$ cat src/rtl/event_encoder_8.sv
// event_encoder_8: captures eight request lines into a pending set and hands them out lowest-index-first over Valid/Ack.
// Define EVENT_ENCODER_EDGE_EN for rising-edge capture; level capture otherwise.
module event_encoder_8 (
  input  logic       Clock,
  input  logic       Reset,
  input  logic       Enable,
  input  logic       EncoderIn_0,
  input  logic       EncoderIn_1,
  input  logic       EncoderIn_2,
  input  logic       EncoderIn_3,
  input  logic       EncoderIn_4,
  input  logic       EncoderIn_5,
  input  logic       EncoderIn_6,
  input  logic       EncoderIn_7,
  input  logic       Ack,
  output logic [2:0] Sel,
  output logic       Valid,
  output logic       Overflow
);
  typedef enum logic {S_IDLE, S_PRESENT} state_t;
  state_t     r_state, w_next;
  logic [7:0] w_in, w_event, w_cap, w_clr, r_pending;
  logic [2:0] w_pick;
  logic       w_load;
  assign w_in = {EncoderIn_7, EncoderIn_6, EncoderIn_5, EncoderIn_4,
                 EncoderIn_3, EncoderIn_2, EncoderIn_1, EncoderIn_0};
`ifdef EVENT_ENCODER_EDGE_EN
  logic [7:0] r_in_prev;
  // Held high through reset so a line already asserted yields no event.
  always_ff @(posedge Clock) r_in_prev <= Reset ? 8'hFF : w_in;
  assign w_event = w_in & ~r_in_prev;
`else
  assign w_event = w_in;
`endif
  assign w_cap = {8{Enable}} & w_event;
  always_comb begin
    w_pick = 3'd0;
    for (int i = 7; i >= 0; i--)
      if (r_pending[i]) w_pick = 3'(i);
  end
  always_comb begin
    w_load = |r_pending && (r_state == S_IDLE || Ack);
    w_next = (w_load || (r_state == S_PRESENT && !Ack)) ? S_PRESENT : S_IDLE;
    w_clr  = w_load ? 8'd1 << w_pick : 8'd0;
  end
  assign Valid = r_state == S_PRESENT;
  always_ff @(posedge Clock) begin
    if (Reset) begin
      r_state   <= S_IDLE;
      r_pending <= 8'd0;
      Sel       <= 3'd0;
      Overflow  <= 1'b0;
    end else begin
      r_state   <= w_next;
      r_pending <= (r_pending & ~w_clr) | w_cap;
      if (w_load) Sel <= w_pick;
      if (|(w_cap & r_pending & ~w_clr)) Overflow <= 1'b1;
    end
  end
endmodule
$ cat config.mk
export PLATFORM = sky130hd
export DESIGN_NAME = event_encoder_8
export DESIGN_NICKNAME = d
export VERILOG_FILES = /design/src/rtl/event_encoder_8.sv
export SDC_FILE = /design/constraint.sdc
export NUM_CORES = 1
export LEC_CHECK = 0
export ABC_AREA = 1
export BUFFER_PORTS_ARGS = -buffer_cell sky130_fd_sc_hd__buf_2
export CAP_MARGIN = 5
export CORE_UTILIZATION = 30
export DETAILED_ROUTE_END_ITERATION = 10
export REMOVE_ABC_BUFFERS = 1
export SLEW_MARGIN = 5
export SYNTH_ARGS = -nofsm -noshare
export SYNTH_HDL_FRONTEND = slang
export SYNTH_SLANG_ARGS = --single-unit
$ cat constraint.sdc
create_clock -name Clock -period 2.55 [get_ports Clock]
set_clock_uncertainty 0.1 [all_clocks]
set_input_delay 0.255 -clock Clock [delete_from_list [all_inputs] [get_ports Clock]]
set_output_delay 0.255 -clock Clock [all_outputs]
set_load 0.02 [all_outputs]
# [After elaboration in Yosys (flattened, before gate mapping)]
# Index checks and enable logic that the tools add are counted.
[word_totals] ff_bits=13 in_bits=12 output_inout_bits=5 wordCells=29
[classes] n_shift=1 n_mux=10 n_bitwise=7 reduce_logical=7
[op_table] op="AND 8 bit" count=4
[op_table] op="2-to-1 mux 3 bit" count=8
[op_table] op="OR reduction 8 bit" count=2
[op_table] op="2-to-1 mux 8 bit" count=1
[op_table] op="inverter 8 bit" count=1
[op_table] op="OR 8 bit" count=1
[op_table] op="<< shifter 1 x 3 -> 8 bit (first input constant)" count=1
[op_table] op="logical AND 1 bit" count=2
[op_table] op="logical OR 1 bit" count=2
[op_table] op="logical NOT 1 bit" count=1
[op_table] op="2-to-1 mux 1 bit" count=1
[op_table] op="inverter 1 bit" count=1

# [Depth between registers and ports, before layout]
# Gate-level depths: netlist (run 1).
[depth] depth_word=13 ltp_mapped=13 ltp_nobuf=13

# [Worst setup path before layout (run 1)]
# No wires, ideal clock.
[synth_timing] kind="register to register" startpoint="register r_state, in the netlist Valid" endpoint="register Overflow" setup_ns=0.070 t_arrival_ns=1.208 t_required_ns=2.380 setup_slack_ns=1.172 path_stages_with_launch=11 path_buffers=0 path_cell_list="dfxtp_1 > inv_1 > nor2_1 > nor2_2 > nand2_2 > nor2_1 > nand3_1 > nand2_1 > nand2_1 > inv_1 > a21oi_1"
[synth_via] elab_chain_len=7
[synth_lines] element="from (decl)" line_no="21" text="state_t r_state, w_next;"
[synth_lines] element="from (signal assigned)" line_no="54" text="r_state <= w_next;"
[synth_lines] element="inverter 1 bit" line_no="42" text="w_load = |r_pending && (r_state == S_IDLE || Ack);"
[synth_lines] element="logical OR 1 bit" line_no="42"
[synth_lines] element="logical AND 1 bit" line_no="42"
[synth_lines] element="2-to-1 mux 8 bit" line_no="44" text="w_clr = w_load ? 8'd1 << w_pick : 8'd0;"
[synth_lines] element="inverter 8 bit" line_no="57" text="if (|(w_cap & r_pending & ~w_clr)) Overflow <= 1'b1;"
[synth_lines] element="AND 8 bit" line_no="57"
[synth_lines] element="OR reduction 8 bit" line_no="57"
[synth_lines] element="to (signal assigned)" line_no="52" text="Overflow <= 1'b0;"
[synth_lines] element="to (signal assigned)" line_no="57"
[synth_lines] element="to (decl)" line_no="18" text="output logic Overflow"
# Every way passes these cells.
# A chain may end at the register's enable or synchronous reset.

# [Worst setup path in the final report (run 1)]
[layout_timing] startpoint="register r_pending[2]" endpoint="register Overflow"
[layout_via] elab_chain_len=8 word_cells_on_any_way=11
[layout_lines] element="from (decl)" line_no="22" text="logic [7:0] w_in, w_event, w_cap, w_clr, r_pending;"
[layout_lines] element="from (signal assigned)" line_no="55" text="r_pending <= (r_pending & ~w_clr) | w_cap;"
[layout_lines] element="2-to-1 mux 3 bit (3 in series)" line_no="39" text="if (r_pending[i]) w_pick = 3'(i);"
[layout_lines] element="<< shifter 1 x 3 -> 8 bit" line_no="44"
[layout_lines] element="2-to-1 mux 8 bit" line_no="44"
[layout_lines] element="inverter 8 bit" line_no="57"
[layout_lines] element="AND 8 bit (*)" line_no="57"
[layout_lines] element="OR reduction 8 bit (*)" line_no="57"
# Every way passes the cells marked *; elsewhere a longest branch is shown, timed or not.

==> results.sh, run 1 <==
export IMPL_run_status="finished clean"
export IMPL_dr_pass1_iters=4
export IMPL_antenna_found_initial=0
export IMPL_drc=0
export IMPL_hp_class="input pin to register"
export IMPL_r2r_start="r_pending[2]$_SDFF_PP0_"
export IMPL_worst_pin_slew_ns=0.313
export IMPL_postLayoutCoreUtil=0.377
export IMPL_pwr_share_comb=0.261
export IMPL_crit_type="register to register"
export IMPL_vias=709
export IMPL_setup_violations=0
export IMPL_layout_drive_gt1_share=0.195
export IMPL_synth_distinct_cells=15
export IMPL_rows=17
export IMPL_die_x_um=50.1
export IMPL_period_minus_slack_ns=1.52
export IMPL_drt_iter0_drc=9
export IMPL_grt_pass1_vias=681
export IMPL_worst_path_max_delay_cell="dfxtp_1"
export IMPL_cts_setup_buffers=0
export IMPL_p_int_w=0.000329
export IMPL_cts_buffers=3
export IMPL_avgRoutedWirePerCell_um=10.1
export IMPL_holdBufCountCts=0
export IMPL_diodes=0
export IMPL_ys_warn_count=0
export IMPL_grt_pass1_wl_mm=2.74
export IMPL_fin_cells=156
export IMPL_cp_max_fo=7
export IMPL_hold_slack_ns=0.144
export IMPL_ys_ff_latch=13
export IMPL_grt_total_usage=0.148
export IMPL_rrSetupSlack_ns=1.03
export IMPL_cellLeakagePower_nw=0.400
export IMPL_totalWireLength_mm=1.57
export IMPL_cellPowerDensity_nw_per_um2=597
export IMPL_initial_core_util=0.316
export IMPL_swShare=0.333
export IMPL_cp_arrival_ns=1.58
export IMPL_mostFrequentLayoutCells="nand2_1, inv_1, buf_2, a21oi_1, dfxtp_1"
export IMPL_final_common_cell="nand2_1"
export IMPL_clkTransAtPathRegs_ns=0.08
export IMPL_max_stage_delay_ns=0.37
export IMPL_clock_power_share=0.258
export IMPL_die_area_um2=2510
export IMPL_routabilityCongestion=0.856
export IMPL_cp_start_kind="register"
export IMPL_cts_sink_count=13
export IMPL_max_cap_viol_count=0
export IMPL_fin_crit_sh=0.595
export IMPL_cp_end_kind="register"
export IMPL_synth_area_top_cells="dfxtp_1, nand2_1, a21oi_1, inv_1, nor2_1"
export IMPL_critPathLaunch="r_pending[2]$_SDFF_PP0_"
export IMPL_die_h_um=50.1
export IMPL_tritoncts="done"
export IMPL_ios=17
export IMPL_synth_cells=110
export IMPL_ctsResizeCount=0
export IMPL_max_freq_mhz=659
export IMPL_overflow=0
export IMPL_switchingPower_w=0.000164
export IMPL_ant_nets=0
export IMPL_grt_max_degree=13
export IMPL_clk_latency_ns=0.27
export IMPL_fp_coreArea_um2=2190
export IMPL_worstPathRequired_ns=2.61
export IMPL_endpoint="Overflow$_SDFFE_PP0P_"
export IMPL_clockBufferDepth=2
export IMPL_path_cells="nor2_2, nand2_2, nor2_2, nand2_2, nor2_1, nand3_1, nand2_1, nand2_1, inv_1, a21oi_1"
export IMPL_seq_power_share=0.481
export IMPL_r2r_end="Overflow$_SDFFE_PP0P_"
export IMPL_final_nets=141
export IMPL_synthToLayoutAreaGrowth_pct=19.1
export IMPL_vias_per_cell=4.54
export IMPL_finalSetupTns_ns=0
export IMPL_h_tree_depth=1
export IMPL_final_hold_violation_count=0
export IMPL_yosysSeqAreaShare=0.375
export IMPL_syn_area_um2=693
export IMPL_io_buffers=16
export IMPL_synth_top_cell_area_share=0.375
export IMPL_ir_drop_uv=199
export IMPL_rsz0062_at_grt="no"
export IMPL_cts_root_buf="clkbuf_4"
export IMPL_yosys_area_top_type="dfxtp_1"
export IMPL_relSlewSlack=0.790
export IMPL_placed_cells=152
export IMPL_syn_avg_cell_area_um2=6.30
export IMPL_fill_cells=255
export IMPL_finalMaxSlewViolations=0
export IMPL_rr_worst_depth=10
export IMPL_hpwlAfterDp_mm=1.23
-- critical path, delay by kind of cell (launching register included) --
kind / cells / cell delay, ns
AND/OR/NAND/NOR: 8 / 0.83
buffers and inverters: 1 / 0.04
flip-flops: 1 / 0.37
AO/OA/AOI/OAI: 1 / 0.05
-- synth_stat cells --
library cell,instances
nor2_2,3
a21oi_1,14
nand2_2,2
clkbuf_1,1
o21ai_0,5
nand3_1,5
nor2_4,1
o211ai_1,1
buf_2,1
nand2_1,33
inv_1,16
o21bai_1,1
dfxtp_1,13
nand4_1,4
nor2_1,10
-- registers in the layout (all words and copies together) (netlist names) --
register and flops:
Overflow 1, Sel 3, Valid 1, r_pending 8
-- stage by stage --
step / total power (W) / instance area [um^2] / setup WS [ns]
6_report: 0.000493 / 826 / 1.03
5_1_grt: 0.000531 / 826 / 0.895
4_1_cts: 0.000499 / 826 / 1.04
3_5_place_dp: 0.000369 / 800 / 1.05
3_3_place_gp: 0.000368 / 800 / 1.08
2_1_floorplan: 0.000329 / 684 / 1.17
-- power by group through the flow --
| stage | sequential, W | combinational, W | clock [W] |
|---|---|---|---|
| after CTS | 0.000237 | 0.000128 | 0.000134 |
| after global placement | 0.000241 | 0.000127 | 0 |
| after floorplan | 0.000252 | 0.0000763 | 0 |
| final | 0.000237 | 0.000129 | 0.000127 |
| after detailed placement | 0.000242 | 0.000128 | 0 |
| after global routing | 0.000241 | 0.000146 | 0.000144 |
-- cells by family (layout without fill, tap and decap cells) --
| kind of cell | count (synthesis) | after routing | share of synthesized area |
|---|---|---|---|
| flip-flops | 13 | 13 | 0.375 |
| AND/OR/NAND/NOR | 58 | 58 | 0.366 |
| buffers and inverters | 18 | 36 | 0.0993 |
| AO/OA/AOI/OAI | 21 | 21 | 0.159 |
-- routing by layer --
layer  GRT usage  part of all wire  up-vias
met5           0                 0        -
met4       0.114             0.028        0
met3      0.0216             0.040        4
met2       0.238              0.45       17
met1       0.173              0.48      303
li1            -                 -      385
-- final cells by class --
cell class              instances  area [um^2]  share of cell area
clock buffers                   4         26.3              0.0318
flip-flops and latches         13          260               0.315
inverters                      16         60.1              0.0727
multi-input cells              79          364               0.441
well taps                      28         35.0              0.0424
repair buffers                 16         80.1              0.0970
-- worst min-delay path by stage --
stage	start	to	slack, ns	cells after the start
2_1_floorplan	Reset	Overflow$_SDFFE_PP0P_	0.22	1
3_3_place_gp	r_pending[6]$_SDFF_PP0_	r_pending[6]$_SDFF_PP0_	0.36	2
3_5_place_dp	r_pending[6]$_SDFF_PP0_	r_pending[6]$_SDFF_PP0_	0.35	2
4_1_cts	EncoderIn_1	r_pending[1]$_SDFF_PP0_	0.13	3
5_1_grt	EncoderIn_4	r_pending[4]$_SDFF_PP0_	0.15	3
6_report	EncoderIn_0	r_pending[0]$_SDFF_PP0_	0.14	3
Note: power is estimated with default switching activity, not from simulation.
==> run 2: changes to the inputs <==
ABC_AREA = 0   (was 1)
clock period = 1.2 ns   (was 2.55 ns; I/O delays follow)
==> results.sh, run 2 <==
export IMPL_run_status="finished with violations"
export IMPL_violations="setup timing"
export IMPL_top_regs="r_pending x8, Sel x3"
export IMPL_overflow=0
export IMPL_ys_ff_latch=13
export IMPL_antenna_found_initial=0
export IMPL_hold_slack_ns=0.00766
export IMPL_dpl_worst_slack_ns=-0.460
export IMPL_crit_type="register to register"
export IMPL_hpwlAfterDp_mm=1.18
export IMPL_max_freq_mhz=601
export IMPL_setup_violations=11
export IMPL_multi_input_area_um2=399
export IMPL_pwr_share_comb=0.320
export IMPL_period_minus_slack_ns=1.67
export IMPL_syn_area_um2=637
export IMPL_synth_edf_count=0
export IMPL_fp_coreArea_um2=1980
export IMPL_ant_nets=0
export IMPL_final_hold_violation_count=0
export IMPL_fill_cells=199
export IMPL_synth_area_top_cells="dfxtp_1, a21oi_1, nand2_1, nor2_1, o221a_1"
export IMPL_ir_drop_uv=712
export IMPL_grt_max_degree=15
export IMPL_cellPowerDensity_nw_per_um2=1090
export IMPL_totalWireLength_mm=1.64
export IMPL_grt_total_usage=0.150
export IMPL_fin_ws_ns=-0.465
export IMPL_switchingPower_w=0.000343
export IMPL_rsz0062_at_grt="yes"
export IMPL_cellLeakagePower_nw=0.464
export IMPL_p_int_w=0.000778
export IMPL_postLayoutCoreUtil=0.518
export IMPL_cp_arrival_ns=1.74
export IMPL_synth_top_cell_area_share=0.409
export IMPL_drt_iter0_drc=11
export IMPL_async_flop_share=0
export IMPL_largest_reg_flops=8
export IMPL_final_common_cell="buf_4"
export IMPL_yosysMostFrequentCell="dfxtp_1"
export IMPL_cp_end_kind="register"
export IMPL_hp_class="input pin to register"
export IMPL_die_x_um=48.1
export IMPL_die_area_um2=2310
export IMPL_seq_power_share=0.437
export IMPL_fin_crit_sh=1.39
export IMPL_synth_top_flop_cell="dfxtp_1"
export IMPL_syn_avg_cell_area_um2=8.06
export IMPL_rows=16
export IMPL_total_power_w=0.00112
export IMPL_swShare=0.306
export IMPL_worst_pin_slew_ns=0.275
export IMPL_cp_start_kind="register"
export IMPL_vias_per_cell=4.86
export IMPL_clkTransAtPathRegs_ns=0.08
export IMPL_ys_warn_count=0
export IMPL_h_tree_depth=1
export IMPL_layout_drive_gt1_share=0.455
export IMPL_clk_latency_ns=0.28
export IMPL_drc=0
export IMPL_ios=17
export IMPL_clockBufferDepth=2
export IMPL_cts_sink_count=13
export IMPL_synth_distinct_cells=27
export IMPL_final_nets=134
export IMPL_top_register="r_pending"
export IMPL_seq_area_um2=265
export IMPL_avgRoutedWirePerCell_um=11.1
export IMPL_cts_root_buf="clkbuf_4"
export IMPL_cts_buffers=3
export IMPL_grt_pass1_wl_mm=2.40
export IMPL_max_cap_viol_count=0
export IMPL_yosysSeqAreaShare=0.409
export IMPL_finalMaxSlewViolations=0
export IMPL_cp_max_fo=4
export IMPL_mostFrequentLayoutCells="buf_4, buf_2, dfxtp_1, nand2_1, a21oi_1"
export IMPL_diodes=0
export IMPL_vias=719
export IMPL_io_buffers=16
export IMPL_routabilityCongestion=0.774
export IMPL_synthToLayoutAreaGrowth_pct=61.1
export IMPL_rrSetupSlack_ns=-0.47
export IMPL_initial_core_util=0.321
export IMPL_clock_power_share=0.243
export IMPL_dr_pass1_iters=3
export IMPL_die_h_um=48.1
export IMPL_worstPathRequired_ns=1.27
export IMPL_ys_top_cells_by_count="dfxtp_1, a21oi_1, nand2_1"
export IMPL_relSlewSlack=0.817
export IMPL_grt_pass1_vias=591
export IMPL_synth_cells=79
export IMPL_tritoncts="done"
export IMPL_yosys_area_top_type="dfxtp_1"
## run 2: area by class of cell
cell class	count	area share
clock buffers	3	0.0220
clock inverters	1	0.00488
inverters	3	0.0110
multi-input cells	59	0.389
flip-flops and latches	13	0.259
well taps	27	0.0329
repair buffers	42	0.282
## run 2: metal layers
layer	track usage	vias up	routed length (um)
met5	0	-	0
met4	0.0167	0	24
met3	0.0679	2	76
met2	0.243	20	762
met1	0.190	326	774
li1	-	371	-
## run 2: worst paths after layout
kind	to	startpoint	depth (start not counted)
hold reg to reg	Sel[1]$_SDFFE_PP0P_	Sel[1]$_SDFFE_PP0P_	2
setup / recovery	Overflow$_SDFFE_PP0P_	r_pending[1]$_SDFF_PP0_	5
setup reg to reg	Overflow$_SDFFE_PP0P_	r_pending[1]$_SDFF_PP0_	5
hold / removal	r_pending[0]$_SDFF_PP0_	EncoderIn_0	3
## run 2: stage by stage
stage	instance area, um^2	cells	setup TNS (ns)
after floorplan	621	75	-2.38
after global placement	870	136	-2.75
after detailed placement	870	136	-2.74
after CTS	987	145	-2.93
after global routing	1030	148	-3.58
final	1030	148	-3.14
## run 2: logic make-up after synthesis
kind of cell | after synthesis | synth area share
flops | 13 | 0.409
compound gates | 30 | 0.314
buf+inv | 7 | 0.0432
simple gates | 29 | 0.234
## run 2: power groups by stage
stage / registers, W / clock network, W / logic [W]
floorplan: 0.000527 / 0 / 0.000132
global placement: 0.000498 / 0 / 0.000297
detailed placement: 0.000499 / 0 / 0.000297
CTS: 0.000491 / 0.000284 / 0.000342
global route: 0.000494 / 0.000309 / 0.000393
finish: 0.000490 / 0.000273 / 0.000358
## run 2: repair_timing
action                     4_1_cts  5_1_grt
setup buffers                    2        2
hold buffers                     3        1
resized for setup               11        3
setup endpoints to repair       11       11
cloned                           0        0
hold endpoints to repair         3        1
pin swaps                        2        5
## run 2: critical path: stages, from the launching register on
cell and delay (ns):
dfxtp_2 0.33, or4_4 0.57, o21ai_4 0.16, o221a_1 0.19, o221a_1 0.17, o2bb2ai_1 0.06
==> run 3: changes to the inputs <==
HOLD_SLACK_MARGIN = 0.15   (was not set)
PLACE_DENSITY = 0.6   (was not set)
==> results.sh, run 3 (synthesized netlist as in run 2, its figures left out) <==
export IMPL_fin_crit_sh=1.39
export IMPL_path_cells="or4_4, nand2b_4, o21ai_2, o221a_1, o2bb2ai_1"
export IMPL_dpl_worst_slack_ns=-0.460
export IMPL_clockBufferDepth=2
export IMPL_fin_cells=152
export IMPL_cellPowerDensity_nw_per_um2=1060
export IMPL_top_register="r_pending"
export IMPL_io_buffers=16
export IMPL_vias=731
export IMPL_grt_max_degree=15
export IMPL_hpwlAfterDp_mm=1.18
export IMPL_endpoint="Overflow$_SDFFE_PP0P_"
export IMPL_period_minus_slack_ns=1.67
export IMPL_ant_nets=0
export IMPL_vias_per_cell=4.81
export IMPL_worstPathRequired_ns=1.28
export IMPL_worst_pin_slew_ns=0.265
export IMPL_fp_coreArea_um2=1980
export IMPL_postLayoutCoreUtil=0.538
export IMPL_max_stage_delay_ns=0.57
export IMPL_clkTransAtPathRegs_ns=0.09
export IMPL_rrSetupSlack_ns=-0.47
export IMPL_antenna_found_initial=0
export IMPL_dr_pass1_iters=4
export IMPL_relSlewSlack=0.823
export IMPL_final_hold_violation_count=0
export IMPL_clk_latency_ns=0.28
export IMPL_tritoncts="done"
export IMPL_critPathLaunch="r_pending[1]$_SDFF_PP0_"
export IMPL_setup_violations=11
export IMPL_max_cap_viol_count=0
export IMPL_ios=17
export IMPL_cp_end_kind="register"
export IMPL_avgRoutedWirePerCell_um=11.1
export IMPL_synthToLayoutAreaGrowth_pct=67.4
export IMPL_h_tree_depth=1
export IMPL_cts_root_buf="clkbuf_4"
export IMPL_rsz0062_at_grt="yes"
export IMPL_drc=0
export IMPL_layout_drive_gt1_share=0.432
export IMPL_holdBufCountCts=9
export IMPL_top_regs="r_pending x8, Sel x3"
export IMPL_grt_pass1_vias=617
export IMPL_die_h_um=48.1
export IMPL_diodes=0
export IMPL_cp_start_kind="register"
export IMPL_drt_iter0_drc=13
export IMPL_largest_reg_flops=8
export IMPL_initial_core_util=0.321
export IMPL_crit_type="register to register"
export IMPL_cp_arrival_ns=1.74
export IMPL_r2r_end="Overflow$_SDFFE_PP0P_"
export IMPL_die_x_um=48.1
export IMPL_grt_pass1_wl_mm=2.49
export IMPL_cellLeakagePower_nw=0.479
export IMPL_final_nets=138
export IMPL_overflow=0
export IMPL_mostFrequentLayoutCells="buf_4, buf_2, dfxtp_1, nand2_1, a21oi_1"
export IMPL_cp_max_fo=4
export IMPL_ir_drop_uv=693
export IMPL_totalWireLength_mm=1.69
export IMPL_grt_total_usage=0.156
export IMPL_hold_slack_ns=0.0702
export IMPL_placed_cells=136
export IMPL_cts_buffers=3
export IMPL_rr_worst_depth=5
export IMPL_finalMaxSlewViolations=0
export IMPL_final_common_cell="buf_4"
export IMPL_r2r_start="r_pending[1]$_SDFF_PP0_"
export IMPL_hp_class="input pin to register"
export IMPL_die_area_um2=2310
export IMPL_finalSetupTns_ns=-3.15
export IMPL_cts_sink_count=13
export IMPL_worst_path_max_delay_cell="or4_4"
export IMPL_fin_ws_ns=-0.466
export IMPL_routabilityCongestion=0.774
export IMPL_rows=16
export IMPL_max_freq_mhz=600
export IMPL_violations="setup timing"
export IMPL_run_status="finished with violations"
run 3: through the flow:
stage          area, um^2  total power (W)
2_1_floorplan         621         0.000658
3_3_place_gp          870         0.000795
3_5_place_dp          870         0.000796
4_1_cts              1050          0.00113
5_1_grt              1070          0.00120
6_report             1070          0.00113
run 3: what timing repair did:
item                                    in CTS  in global routing
endpoints found under the setup margin      11                 11
gates resized for setup                     11                  2
buffers inserted                             2                  1
hold endpoints to repair                    13                 13
pin swaps                                    2                  3
run 3: layer usage:
layer	up-vias	global-route usage	part of all wire
li1	379	-	-
met1	330	0.192	0.46
met2	20	0.254	0.48
met3	2	0.0717	0.053
met4	0	0.0222	0.0053
met5	-	0	0
run 3: critical path: cells and delay by family (launching register included):
family,cells,cell delay [ns]
AND/OR/NAND/NOR,2,0.74
AO/OA/AOI/OAI,3,0.40
flip-flops,1,0.33
run 3: area by class of cell:
class	count	area [um^2]
clock buffer	3	22.5
clock inverter	1	5.00
fill	192	916
inverter	3	11.3
multi-input combinational	59	399
sequential	13	263
tap	27	33.8
timing repair buffer	46	332
run 3: worst min path at each step:
stage | start | end | depth (start not counted)
finish | Reset | r_pending[0]$_SDFF_PP0_ | 2
detailed placement | EncoderIn_6 | r_pending[6]$_SDFF_PP0_ | 3
global route | Reset | r_pending[2]$_SDFF_PP0_ | 2
global placement | EncoderIn_6 | r_pending[6]$_SDFF_PP0_ | 3
CTS | Reset | r_pending[0]$_SDFF_PP0_ | 2
floorplan | Reset | Sel[0]$_SDFFE_PP0P_ | 1
run 3: report_power, final:
| group | switching [W] | total [W] | internal (W) |
|---|---|---|---|
| Sequential | 0.0000236 | 0.000492 | 0.000468 |
| Combinational | 0.000171 | 0.000368 | 0.000196 |
| Clock | 0.000150 | 0.000274 | 0.000124 |
